<file path="src/rtl/video_timing_gen_pkg.sv">
// video_timing_pkg: shared raster timing types, mode presets and total-length helper.
// Contents:
//   axis_timing_t  - active/front-porch/sync/back-porch lengths of one raster axis
//   video_mode_t   - horizontal + vertical axis timing of a progressive mode
//   Mode*          - preset modes (640x480@60, 800x600@60, 1280x720@60)
//   axis_total()   - total axis length (active + porches + sync)
package video_timing_pkg;

    typedef struct packed {
        int unsigned active;
        int unsigned fp;
        int unsigned sync;
        int unsigned bp;
    } axis_timing_t;

    typedef struct packed {
        axis_timing_t h;
        axis_timing_t v;
    } video_mode_t;

    localparam video_mode_t Mode640x480p60 = '{
        h: '{active: 640, fp: 16, sync: 96, bp: 48},
        v: '{active: 480, fp: 10, sync: 2, bp: 33}
    };

    localparam video_mode_t Mode800x600p60 = '{
        h: '{active: 800, fp: 40, sync: 128, bp: 88},
        v: '{active: 600, fp: 1, sync: 4, bp: 23}
    };

    localparam video_mode_t Mode1280x720p60 = '{
        h: '{active: 1280, fp: 110, sync: 40, bp: 220},
        v: '{active: 720, fp: 5, sync: 5, bp: 20}
    };

    function automatic int unsigned axis_total(axis_timing_t t);
        return t.active + t.fp + t.sync + t.bp;
    endfunction

endpackage

</file>
<file path="src/rtl/video_timing_gen_if.sv">
// video_timing_gen_if: control inputs and raster outputs of the timing generator.
// Modports:
//   master - the generator: takes en/resync/line_sel, drives sync, vde, coordinates,
//            frame/line markers, line_match and frame_count
//   slave  - a downstream consumer / controller (mirror image of master)
interface video_timing_gen_if #(
    parameter int unsigned CW  = 12,
    parameter int unsigned FCW = 16
) ();
    logic           en;
    logic           resync;
    logic [CW-1:0]  line_sel;
    logic           hsync;
    logic           vsync;
    logic           vde;
    logic [CW-1:0]  x;
    logic [CW-1:0]  y;
    logic           start_of_frame;
    logic           end_of_line;
    logic           end_of_frame;
    logic           line_match;
    logic [FCW-1:0] frame_count;

    modport master (
        input  en, resync, line_sel,
        output hsync, vsync, vde, x, y, start_of_frame, end_of_line, end_of_frame,
               line_match, frame_count
    );

    modport slave (
        output en, resync, line_sel,
        input  hsync, vsync, vde, x, y, start_of_frame, end_of_line, end_of_frame,
               line_match, frame_count
    );
endinterface

</file>
<file path="src/rtl/video_timing_gen_axis_counter.sv">
// timing_axis_counter: wrapping position counter for one raster axis.
// Ports:
//   clk, reset_n - clock, asynchronous active-low reset
//   clear_i      - synchronous load of 0, dominates inc_i
//   inc_i        - advance by one, wrapping from Total-1 to 0
//   count_o      - current position
//   wrap_o       - high while count_o == Total-1 (next increment wraps)
module timing_axis_counter #(
    parameter int unsigned Total = 800,
    parameter int unsigned Width = 12
) (
    input  logic             clk,
    input  logic             reset_n,
    input  logic             clear_i,
    input  logic             inc_i,
    output logic [Width-1:0] count_o,
    output logic             wrap_o
);
    localparam logic [Width-1:0] Last = Width'(Total - 1);

    logic [Width-1:0] count_d, count_q;

    assign wrap_o  = (count_q == Last);
    assign count_o = count_q;

    always_comb begin
        count_d = count_q;
        if (clear_i) begin
            count_d = '0;
        end else if (inc_i) begin
            count_d = wrap_o ? '0 : count_q + 1'b1;
        end
    end

    always_ff @(posedge clk or negedge reset_n) begin
        if (!reset_n) begin
            count_q <= '0;
        end else begin
            count_q <= count_d;
        end
    end
endmodule

</file>
<file path="src/rtl/video_timing_gen.sv">
// video_timing_gen: parametrised progressive raster timing generator.
// Ports:
//   clk     - pixel clock
//   reset_n - asynchronous active-low reset
//   vid     - video_timing_gen_if.master: en/resync/line_sel in; hsync, vsync, vde, x, y,
//             start_of_frame, end_of_line, end_of_frame, line_match, frame_count out
// Every output is registered; position P appears one enabled edge after the counters hold P.
module video_timing_gen
    import video_timing_pkg::*;
#(
    parameter int unsigned H_ACTIVE  = Mode640x480p60.h.active,
    parameter int unsigned H_FP      = Mode640x480p60.h.fp,
    parameter int unsigned H_SYNC    = Mode640x480p60.h.sync,
    parameter int unsigned H_BP      = Mode640x480p60.h.bp,
    parameter int unsigned V_ACTIVE  = Mode640x480p60.v.active,
    parameter int unsigned V_FP      = Mode640x480p60.v.fp,
    parameter int unsigned V_SYNC    = Mode640x480p60.v.sync,
    parameter int unsigned V_BP      = Mode640x480p60.v.bp,
    parameter bit          HSYNC_POL = 1'b0,
    parameter bit          VSYNC_POL = 1'b0,
    parameter int unsigned CW        = 12,
    parameter int unsigned FCW       = 16
) (
    input  logic                clk,
    input  logic                reset_n,
    video_timing_gen_if.master  vid
);
    localparam axis_timing_t HCfg = '{active: H_ACTIVE, fp: H_FP, sync: H_SYNC, bp: H_BP};
    localparam axis_timing_t VCfg = '{active: V_ACTIVE, fp: V_FP, sync: V_SYNC, bp: V_BP};
    localparam int unsigned  H_TOTAL  = axis_total(HCfg);
    localparam int unsigned  V_TOTAL  = axis_total(VCfg);
    localparam int unsigned  MaxTotal = (H_TOTAL > V_TOTAL) ? H_TOTAL : V_TOTAL;

    localparam bit CwOk    = (CW >= 32) || ((64'd1 << CW) > 64'(MaxTotal - 1));
    localparam bit ParamOk = (H_ACTIVE >= 1) && (H_FP >= 1) && (H_SYNC >= 1) && (H_BP >= 1) &&
                             (V_ACTIVE >= 1) && (V_FP >= 1) && (V_SYNC >= 1) && (V_BP >= 1);

    if (!CwOk || !ParamOk) begin : g_param_check
        $error("video_timing_gen: bad timing parameters or CW too narrow");
    end

    localparam logic [CW-1:0] HActive  = CW'(H_ACTIVE);
    localparam logic [CW-1:0] VActive  = CW'(V_ACTIVE);
    localparam logic [CW-1:0] HsStart  = CW'(H_ACTIVE + H_FP);
    localparam logic [CW-1:0] HsEnd    = CW'(H_ACTIVE + H_FP + H_SYNC);
    localparam logic [CW-1:0] VsStart  = CW'(V_ACTIVE + V_FP);
    localparam logic [CW-1:0] VsEnd    = CW'(V_ACTIVE + V_FP + V_SYNC);

    typedef struct packed {
        logic          hsync;
        logic          vsync;
        logic          vde;
        logic          sof;
        logic          eol;
        logic          eof;
        logic          lm;
        logic [CW-1:0] x;
        logic [CW-1:0] y;
    } out_t;

    localparam out_t OutReset = '{
        hsync: ~HSYNC_POL, vsync: ~VSYNC_POL, vde: 1'b0, sof: 1'b0, eol: 1'b0, eof: 1'b0,
        lm: 1'b0, x: '0, y: '0
    };

    logic [CW-1:0]  h, v;
    logic           h_wrap, v_wrap;
    out_t           dec;
    out_t           out_d, out_q;
    logic [FCW-1:0] frame_count_d, frame_count_q;

    timing_axis_counter #(
        .Total (H_TOTAL),
        .Width (CW)
    ) u_h_cnt (
        .clk     (clk),
        .reset_n (reset_n),
        .clear_i (vid.resync),
        .inc_i   (vid.en),
        .count_o (h),
        .wrap_o  (h_wrap)
    );

    timing_axis_counter #(
        .Total (V_TOTAL),
        .Width (CW)
    ) u_v_cnt (
        .clk     (clk),
        .reset_n (reset_n),
        .clear_i (vid.resync),
        .inc_i   (vid.en & h_wrap),
        .count_o (v),
        .wrap_o  (v_wrap)
    );

    // Decode of the current counter position; captured into out_q on an enabled edge.
    always_comb begin
        dec       = OutReset;
        dec.x     = h;
        dec.y     = v;
        dec.vde   = (h < HActive) && (v < VActive);
        dec.hsync = ((h >= HsStart) && (h < HsEnd)) ? HSYNC_POL : ~HSYNC_POL;
        dec.vsync = ((v >= VsStart) && (v < VsEnd)) ? VSYNC_POL : ~VSYNC_POL;
        dec.sof   = (h == '0) && (v == '0);
        dec.eol   = h_wrap;
        dec.eof   = h_wrap && v_wrap;
        // v never reaches line_sel >= V_TOTAL, so such a setting silently never fires.
        dec.lm    = (h == HActive) && (v == vid.line_sel);
    end

    always_comb begin
        out_d         = out_q;
        frame_count_d = frame_count_q;
        if (vid.resync) begin
            out_d = OutReset;
        end else if (vid.en) begin
            out_d = dec;
            if (h_wrap && v_wrap) begin
                frame_count_d = frame_count_q + 1'b1;
            end
        end
    end

    always_ff @(posedge clk or negedge reset_n) begin
        if (!reset_n) begin
            out_q         <= OutReset;
            frame_count_q <= '0;
        end else begin
            out_q         <= out_d;
            frame_count_q <= frame_count_d;
        end
    end

    assign vid.hsync          = out_q.hsync;
    assign vid.vsync          = out_q.vsync;
    assign vid.vde            = out_q.vde;
    assign vid.x              = out_q.x;
    assign vid.y              = out_q.y;
    assign vid.start_of_frame = out_q.sof;
    assign vid.end_of_line    = out_q.eol;
    assign vid.end_of_frame   = out_q.eof;
    assign vid.line_match     = out_q.lm;
    assign vid.frame_count    = frame_count_q;
endmodule
</file>
<file path="src/flat_wrapper.sv">
// flat-port wrapper written by rule: the top's interface ports become plain ports
module video_timing_gen_flat import video_timing_pkg::*;
#(
    parameter int unsigned H_ACTIVE  = Mode640x480p60.h.active,
    parameter int unsigned H_FP      = Mode640x480p60.h.fp,
    parameter int unsigned H_SYNC    = Mode640x480p60.h.sync,
    parameter int unsigned H_BP      = Mode640x480p60.h.bp,
    parameter int unsigned V_ACTIVE  = Mode640x480p60.v.active,
    parameter int unsigned V_FP      = Mode640x480p60.v.fp,
    parameter int unsigned V_SYNC    = Mode640x480p60.v.sync,
    parameter int unsigned V_BP      = Mode640x480p60.v.bp,
    parameter bit          HSYNC_POL = 1'b0,
    parameter bit          VSYNC_POL = 1'b0,
    parameter int unsigned CW        = 12,
    parameter int unsigned FCW       = 16
)
  (clk, reset_n, vid_en, vid_resync, vid_line_sel, vid_hsync, vid_vsync, vid_vde, vid_x, vid_y, vid_start_of_frame, vid_end_of_line, vid_end_of_frame, vid_line_match, vid_frame_count);
  video_timing_gen_if #(.CW(CW), .FCW(FCW)) vid_i ();
  input  logic clk;
  input  logic reset_n;
  input wire logic [$bits(vid_i.en)-1:0] vid_en;
  input wire logic [$bits(vid_i.resync)-1:0] vid_resync;
  input wire logic [$bits(vid_i.line_sel)-1:0] vid_line_sel;
  output wire logic [$bits(vid_i.hsync)-1:0] vid_hsync;
  output wire logic [$bits(vid_i.vsync)-1:0] vid_vsync;
  output wire logic [$bits(vid_i.vde)-1:0] vid_vde;
  output wire logic [$bits(vid_i.x)-1:0] vid_x;
  output wire logic [$bits(vid_i.y)-1:0] vid_y;
  output wire logic [$bits(vid_i.start_of_frame)-1:0] vid_start_of_frame;
  output wire logic [$bits(vid_i.end_of_line)-1:0] vid_end_of_line;
  output wire logic [$bits(vid_i.end_of_frame)-1:0] vid_end_of_frame;
  output wire logic [$bits(vid_i.line_match)-1:0] vid_line_match;
  output wire logic [$bits(vid_i.frame_count)-1:0] vid_frame_count;
  assign vid_i.en = vid_en;
  assign vid_i.resync = vid_resync;
  assign vid_i.line_sel = vid_line_sel;
  assign vid_hsync = vid_i.hsync;
  assign vid_vsync = vid_i.vsync;
  assign vid_vde = vid_i.vde;
  assign vid_x = vid_i.x;
  assign vid_y = vid_i.y;
  assign vid_start_of_frame = vid_i.start_of_frame;
  assign vid_end_of_line = vid_i.end_of_line;
  assign vid_end_of_frame = vid_i.end_of_frame;
  assign vid_line_match = vid_i.line_match;
  assign vid_frame_count = vid_i.frame_count;
  video_timing_gen #(.H_ACTIVE(H_ACTIVE), .H_FP(H_FP), .H_SYNC(H_SYNC), .H_BP(H_BP), .V_ACTIVE(V_ACTIVE), .V_FP(V_FP), .V_SYNC(V_SYNC), .V_BP(V_BP), .HSYNC_POL(HSYNC_POL), .VSYNC_POL(VSYNC_POL), .CW(CW), .FCW(FCW)) u_core (.clk(clk), .reset_n(reset_n), .vid(vid_i));
endmodule
</file>
<file path="config.mk">
export PLATFORM = sky130hd
export DESIGN_NAME = video_timing_gen_flat
export DESIGN_NICKNAME = d
export VERILOG_FILES = /design/src/rtl/video_timing_gen_pkg.sv /design/src/rtl/video_timing_gen_if.sv /design/src/rtl/video_timing_gen_axis_counter.sv /design/src/rtl/video_timing_gen.sv /design/src/flat_wrapper.sv
export SDC_FILE = /design/constraint.sdc
export NUM_CORES = 1
export LEC_CHECK = 0
export ABC_AREA = 1
export BUFFER_PORTS_ARGS = -buffer_cell sky130_fd_sc_hd__buf_2
export CAP_MARGIN = 20
export CORE_ASPECT_RATIO = 0.9
export CORE_MARGIN = 2
export CORE_UTILIZATION = 55
export DETAILED_ROUTE_END_ITERATION = 12
export HOLD_SLACK_MARGIN = 0.08
export PLACE_DENSITY = 0.78
export REMOVE_ABC_BUFFERS = 1
export SLEW_MARGIN = 20
export SYNTH_ARGS = -nofsm -noshare
export SYNTH_HDL_FRONTEND = slang
export SYNTH_SLANG_ARGS = --single-unit
</file>
<file path="constraint.sdc">
create_clock -name clk -period 2.18 [get_ports clk]
set_input_delay 0.436 -clock clk [delete_from_list [all_inputs] [get_ports clk]]
set_output_delay 0.436 -clock clk [all_outputs]
set_load 0.01 [all_outputs]
</file>
# == Yosys cells after proc, flatten, opt, wreduce, memory -nomap -nowiden ==
# Index checks and enable logic that the tools add are counted.
# totals
register_bits,71
latchBits,0
ram_bits,0
romBits,0
n_memories,0
# classes
addsub,3
multipliers,0
n_div,0
magnitude_cmp,6
eq_ne,4
n_shift,0
n_mux,10
bitwise_logic,2
n_reduce_logical,11
# op_table
operator,count
$mux 12,6
$mux 31,2
$eq 12x10->1 const B,3
$add 12x1->12 const B,2
$logic_not 12->1,2
$lt 12x10->1 const B,2
$lt 12x9->1 const B,2
$add 16x1->16 const B,1
$eq 12x12->1,1
$ge 12x10->1 const B,1
$ge 12x9->1 const B,1
$logic_and 1x1->1,6
$reduce_bool 2->1,2
$reduce_and 3->1,1
$mux 1,2
$and 1x1->1,1
$not 1->1,1

# == Longest topological paths before layout ==
# logic_depth
depth_word,5
depth_mapped,11
mapped_depth_nobuf,10

# == Cells and area by module ==
# From an unflattened synthesis, not the netlist that was laid out.
# hier_totals
hier_cells,522
area_unflattened_um2,3991.3
# by_module_without_submodules
mod,n_inst,cells_each,area_per_inst_um2,seq_area_each_um2
video_timing_gen,1,297,2393.5,1178.6
timing_axis_counter at u_core.u_v_cnt,1,120,815.8,300.3
timing_axis_counter at u_core.u_h_cnt,1,105,782.0,300.3

# == Least setup slack after synthesis ==
# OpenSTA, ideal clock, no wires.
# synth_path
path_type,reg2reg
startpoint,"register u_core.u_v_cnt.count_q[0], in the netlist u_core.u_v_cnt.count_o[0]"
endpoint,"register u_core.frame_count_q[5], in the netlist u_core.vid.frame_count[5]"
setup_time_ps,116
t_arrival_ps,1430
required_ps,2064
setup_slack_ps,633
path_stages_with_launch,11
path_buffers,1
path_cell_list,dfrtp_1 -> inv_1 -> ha_1 -> inv_1 -> nor2_4 -> nand3_2 -> nor2_8 -> nand3_2 -> buf_2 -> nand2_1 -> nand2_1
# synth_between
elab_chain_cells,3
# synth_lines
element,line,text
start: declaration,video_timing_gen_axis_counter.sv:21,"logic [Width-1:0] count_d, count_q;"
start signal: assignment,video_timing_gen_axis_counter.sv:39,count_q <= count_d;
$eq 12x10->1,video_timing_gen_axis_counter.sv:23,assign wrap_o = (count_q == Last);
$logic_and 1x1->1,video_timing_gen.sv:118,if (h_wrap && v_wrap) begin
$reduce_and 3->1 (no line),-,
end signal: assignment,video_timing_gen.sv:130,frame_count_q <= frame_count_d;
end: declaration,video_timing_gen.sv:70,"logic [FCW-1:0] frame_count_d, frame_count_q;"
# No other way between the ends.
# A chain may end at the register's enable or synchronous reset.

# == Worst setup path in the final report ==
# layout_path
startpoint,"register u_core.u_v_cnt.count_q[0], in the netlist u_core.u_v_cnt.count_o[0]"
endpoint,"register u_core.frame_count_q[10], in the netlist u_core.vid.frame_count[10]"
# Same word-level chain as after synthesis.

==> impl_metrics.toml <==
[outcome]
outcome = "complete, no violations"

[setup_path]
max_stage_delay_ns = 0.41
worst_r2r_end = "u_core.vid.frame_count[10]$_DFFE_PN0P_"
crit_path_top_delay_cell = "dfrtp_1"
timing.critical_path.to_type = "flip-flop"
reg2reg_setup_slack_ns = 0.35
timing.critical_path.cells = "inv_1, ha_1, inv_1, nor2_4, nand3_2, nor2_8, nand3_2, nand2_1, nand2_1"
worstSetupPathDepth = 9
regToRegStartpoint = "u_core.u_v_cnt.count_o[0]$_DFFE_PN0P_"
critPathRequiredTime_ns = 2.42
cp_data_arrival_time_ns = 2.08
worst-setup-path-type = "flip-flop to flip-flop"
critical_path.top_delay_family = "simple AND/OR/NAND/NOR gates"
crit_buf_inv = 2
worst_r2r_path_depth = 9
setup.worst_path.start_class = "flip-flop"
cp_max_fo = 16

[clock_network]
post_cts.resized_instances = 0
post-cts-setup-buffer-count = 0
clock_tree.htree_level_count = 3
insertion_delay_to_the_later_sink_of_the_worst_skew_pair_ns = 0.36
cts.reportedPaths.clkPinSlew_ns = 0.08
clock_sinks = 71
clock_path_buffers = 2
tritoncts.num_buffers = 9
cts-hold-fix-buffers = 0
root_buf_cell = "clkbuf_8"
cts_tree = "yes"

[power_and_ir_drop]
switching_power_w = 0.000599
max-vdd-ir-drop_v = 0.000502
power_frac_clock = 0.447
cellPowerDensity_nw_per_um2 = 586
share_seq_of_total_power = 0.498
power_frac_comb = 0.055
p_int_w = 0.00208
total_leakage_power_nw = 2.39
switching_share = 0.224

[drt]
drc = 0
drt.antenna.violating_nets = 0
vias = 3814
routed_wirelength_um = 10100
route.detailed.wl_per_inst_um = 14.6
drt_first_iter_violations = 387
detailedRoute.firstPassIterationCount = 5
drt-vias-per-instance = 5.51

[timing]
finalHoldViolations = 0
setup_ws_ns = 0.346
fmax_mhz = 545
max-slew-margin-rel = 0.715
slew_of_the_pin_with_the_lowest_slew_margin_ns = 0.426
slew_violations = 0
final.setup_skew_ns = 0.0120
timing.final.crit_period_ns = 1.83
timing.final.crit_share = 0.841
rsz_0062_raised_after_global_routing = "false"
finalSetupViolations = 0

[grt]
globalRouteOverflowTotal = 0
groute.layer.met2.usage = 0.412
global_route.usage.met3 = 0.0700
first_global_vias = 3492
grt_first_pass_wirelength_um = 16700
grt_util_all_layers = 0.272
grt_antenna_before_repair = 0
grt_max_degree = 72
busiest_layer = "met2"
grt.met1_usage = 0.378

[worst_hold_path]
path_category_of_the_worst_min_delay_check = "primary input to async pin"

[logic_synthesis]
syn-cell-area_um2 = 3950
yosys_register_bits = 71
synth.area.top_cells = "dfrtp_1, nand2_1, nor2_1, o21ai_0, inv_1"
post-synth-top-area-fraction = 0.437
synth_cells = 530
synth.largest_area_cell = "dfrtp_1"
yosys_warnings = 0
syn_area_per_cell_um2 = 7.46
synth.distinct_cells = 29
ys_seq_area_frac = 0.450

[floorplan]
top_ports = 63
die_footprint_um2 = 7880
initial_core_util = 0.564
standard_cell_core_area_um2 = 7000
die_height_um = 84.4
die_x_um = 93.4
core.rowCount = 29

[place]
number_of_i_o_port_buffers = 62
globalplace.congestion = 0.966
preCtsSetupSlack_ns = 0.370
placed_cells = 676
dp_hpwl_um = 7440

[run]
maxCapViolations = 0

[finish]
antenna_cells = 0
final_net_count = 615
drive_above_1_share = 0.177
syn_to_final_growth_pct = 15.5
stdcell_count = 692
## cells in the final DEF, fill, tap and decap left out
cell and instances:
nand2_4 1, nand3_2 4, dfrtp_1 69, clkinv_2 1
a21boi_0 1, clkbuf_8 11, inv_2 3, nand3_1 31
o22ai_1 1, nand2_2 4, ha_1 5, bufinv_16 2
nand4_1 12, nor2_2 5, dfstp_2 2, buf_12 1
nor2_1 69, o21ai_0 37, o31ai_1 1, xnor2_1 8
o21ai_1 3, nor2_4 4, nor4_1 1, xor2_1 16
nor3_1 4, buf_4 5, inv_1 48, nor2_8 1
clkbuf_1 2, buf_2 62, nand2_1 177, a21oi_1 8
## synth_stat cells, drive strengths merged
library cell,count
o22ai,1
ha,5
xor2,16
nor4,1
nand4,12
nand3,35
dfstp,2
dfrtp,69
o21ai,40
inv,51
o31ai,1
a21boi,1
nor2,79
buf,10
a21oi,8
xnor2,8
clkbuf,5
nand2,182
nor3,4
## power groups by stage
stage          sequential [W]  clock, W  combinational [W]
2_1_floorplan         0.00136         0          0.0000543
3_3_place_gp          0.00136         0           0.000145
3_5_place_dp          0.00136         0           0.000148
4_1_cts               0.00133   0.00122           0.000148
5_1_grt               0.00134   0.00127           0.000165
6_report              0.00133   0.00120           0.000147
## layout make-up
class | instances | area (um^2)
fillers | 633 | 2440
multi-input cells | 393 | 1890
flip-flops and latches | 71 | 1780
repair buffers | 68 | 368
inverters | 51 | 191
clock buffers | 13 | 159
well taps | 93 | 116
clock inverters | 3 | 65.1
## sequential cells by signal, summed over array words and instances (netlist names)
name	cells
u_core.vid.vde	1
u_core.vid.end_of_frame	1
u_core.vid.y	12
u_core.vid.x	12
u_core.u_h_cnt.count_o	12
u_core.vid.vsync	1
u_core.vid.start_of_frame	1
u_core.vid.frame_count	16
u_core.vid.end_of_line	1
u_core.u_v_cnt.count_o	12
u_core.vid.hsync	1
u_core.vid.line_match	1
## per-stage QoR
stage	hold slack (ns)	power (W)	util	TNS (ns)	area, um^2
2_1_floorplan	0.140	0.00142	-	-0.00192	3850
3_3_place_gp	0.461	0.00150	0.620	0	4340
3_5_place_dp	0.465	0.00151	0.620	0	4340
4_1_cts	0.118	0.00270	0.652	0	4570
5_1_grt	0.126	0.00277	0.652	0	4570
6_report	0.103	0.00268	0.652	0	4570
## worst reg2reg max path, stage by stage, from the launching register on
cell and delay [ns]:
dfrtp_1 0.41, inv_1 0.15, ha_1 0.19, inv_1 0.07, nor2_4 0.10, nand3_2 0.13
nor2_8 0.15, nand3_2 0.31, nand2_1 0.15, nand2_1 0.07
## kinds of logic (layout without fill, tap and decap cells)
group                      Yosys count  in the layout  share of synthesized area
and+or+nand+nor                    313            313                      0.342
DFF                                 71             71                      0.450
buffers and inverters               66            135                     0.0731
AOI/OAI and AO/OA                   51             51                     0.0662
xor gates and xnor gates            24             24                     0.0532
adders and majority gates            5              5                     0.0158
## worst max path at each step
stage,startpoint,slack [ns],endpoint
after global placement,u_core.u_v_cnt.count_o[0]$_DFFE_PN0P_,0.44,u_core.vid.frame_count[1]$_DFFE_PN0P_
after CTS,u_core.u_v_cnt.count_o[0]$_DFFE_PN0P_,0.34,u_core.vid.frame_count[10]$_DFFE_PN0P_
after floorplan,vid_resync,-0.002,u_core.u_h_cnt.count_o[8]$_DFFE_PN0P_
after global routing,u_core.u_v_cnt.count_o[0]$_DFFE_PN0P_,0.16,u_core.vid.frame_count[10]$_DFFE_PN0P_
final,u_core.u_v_cnt.count_o[0]$_DFFE_PN0P_,0.35,u_core.vid.frame_count[10]$_DFFE_PN0P_
after detailed placement,u_core.u_v_cnt.count_o[0]$_DFFE_PN0P_,0.37,u_core.vid.frame_count[13]$_DFFE_PN0P_
## metal layers
| metal | share of wire | vias up |
|---|---|---|
| met2 | 0.45 | 201 |
| met1 | 0.44 | 1791 |
| li1 | - | 1793 |
| met4 | 0.024 | 0 |
| met3 | 0.088 | 29 |
| met5 | 0 | - |
No activity file was read; power rests on OpenSTA's default activity.
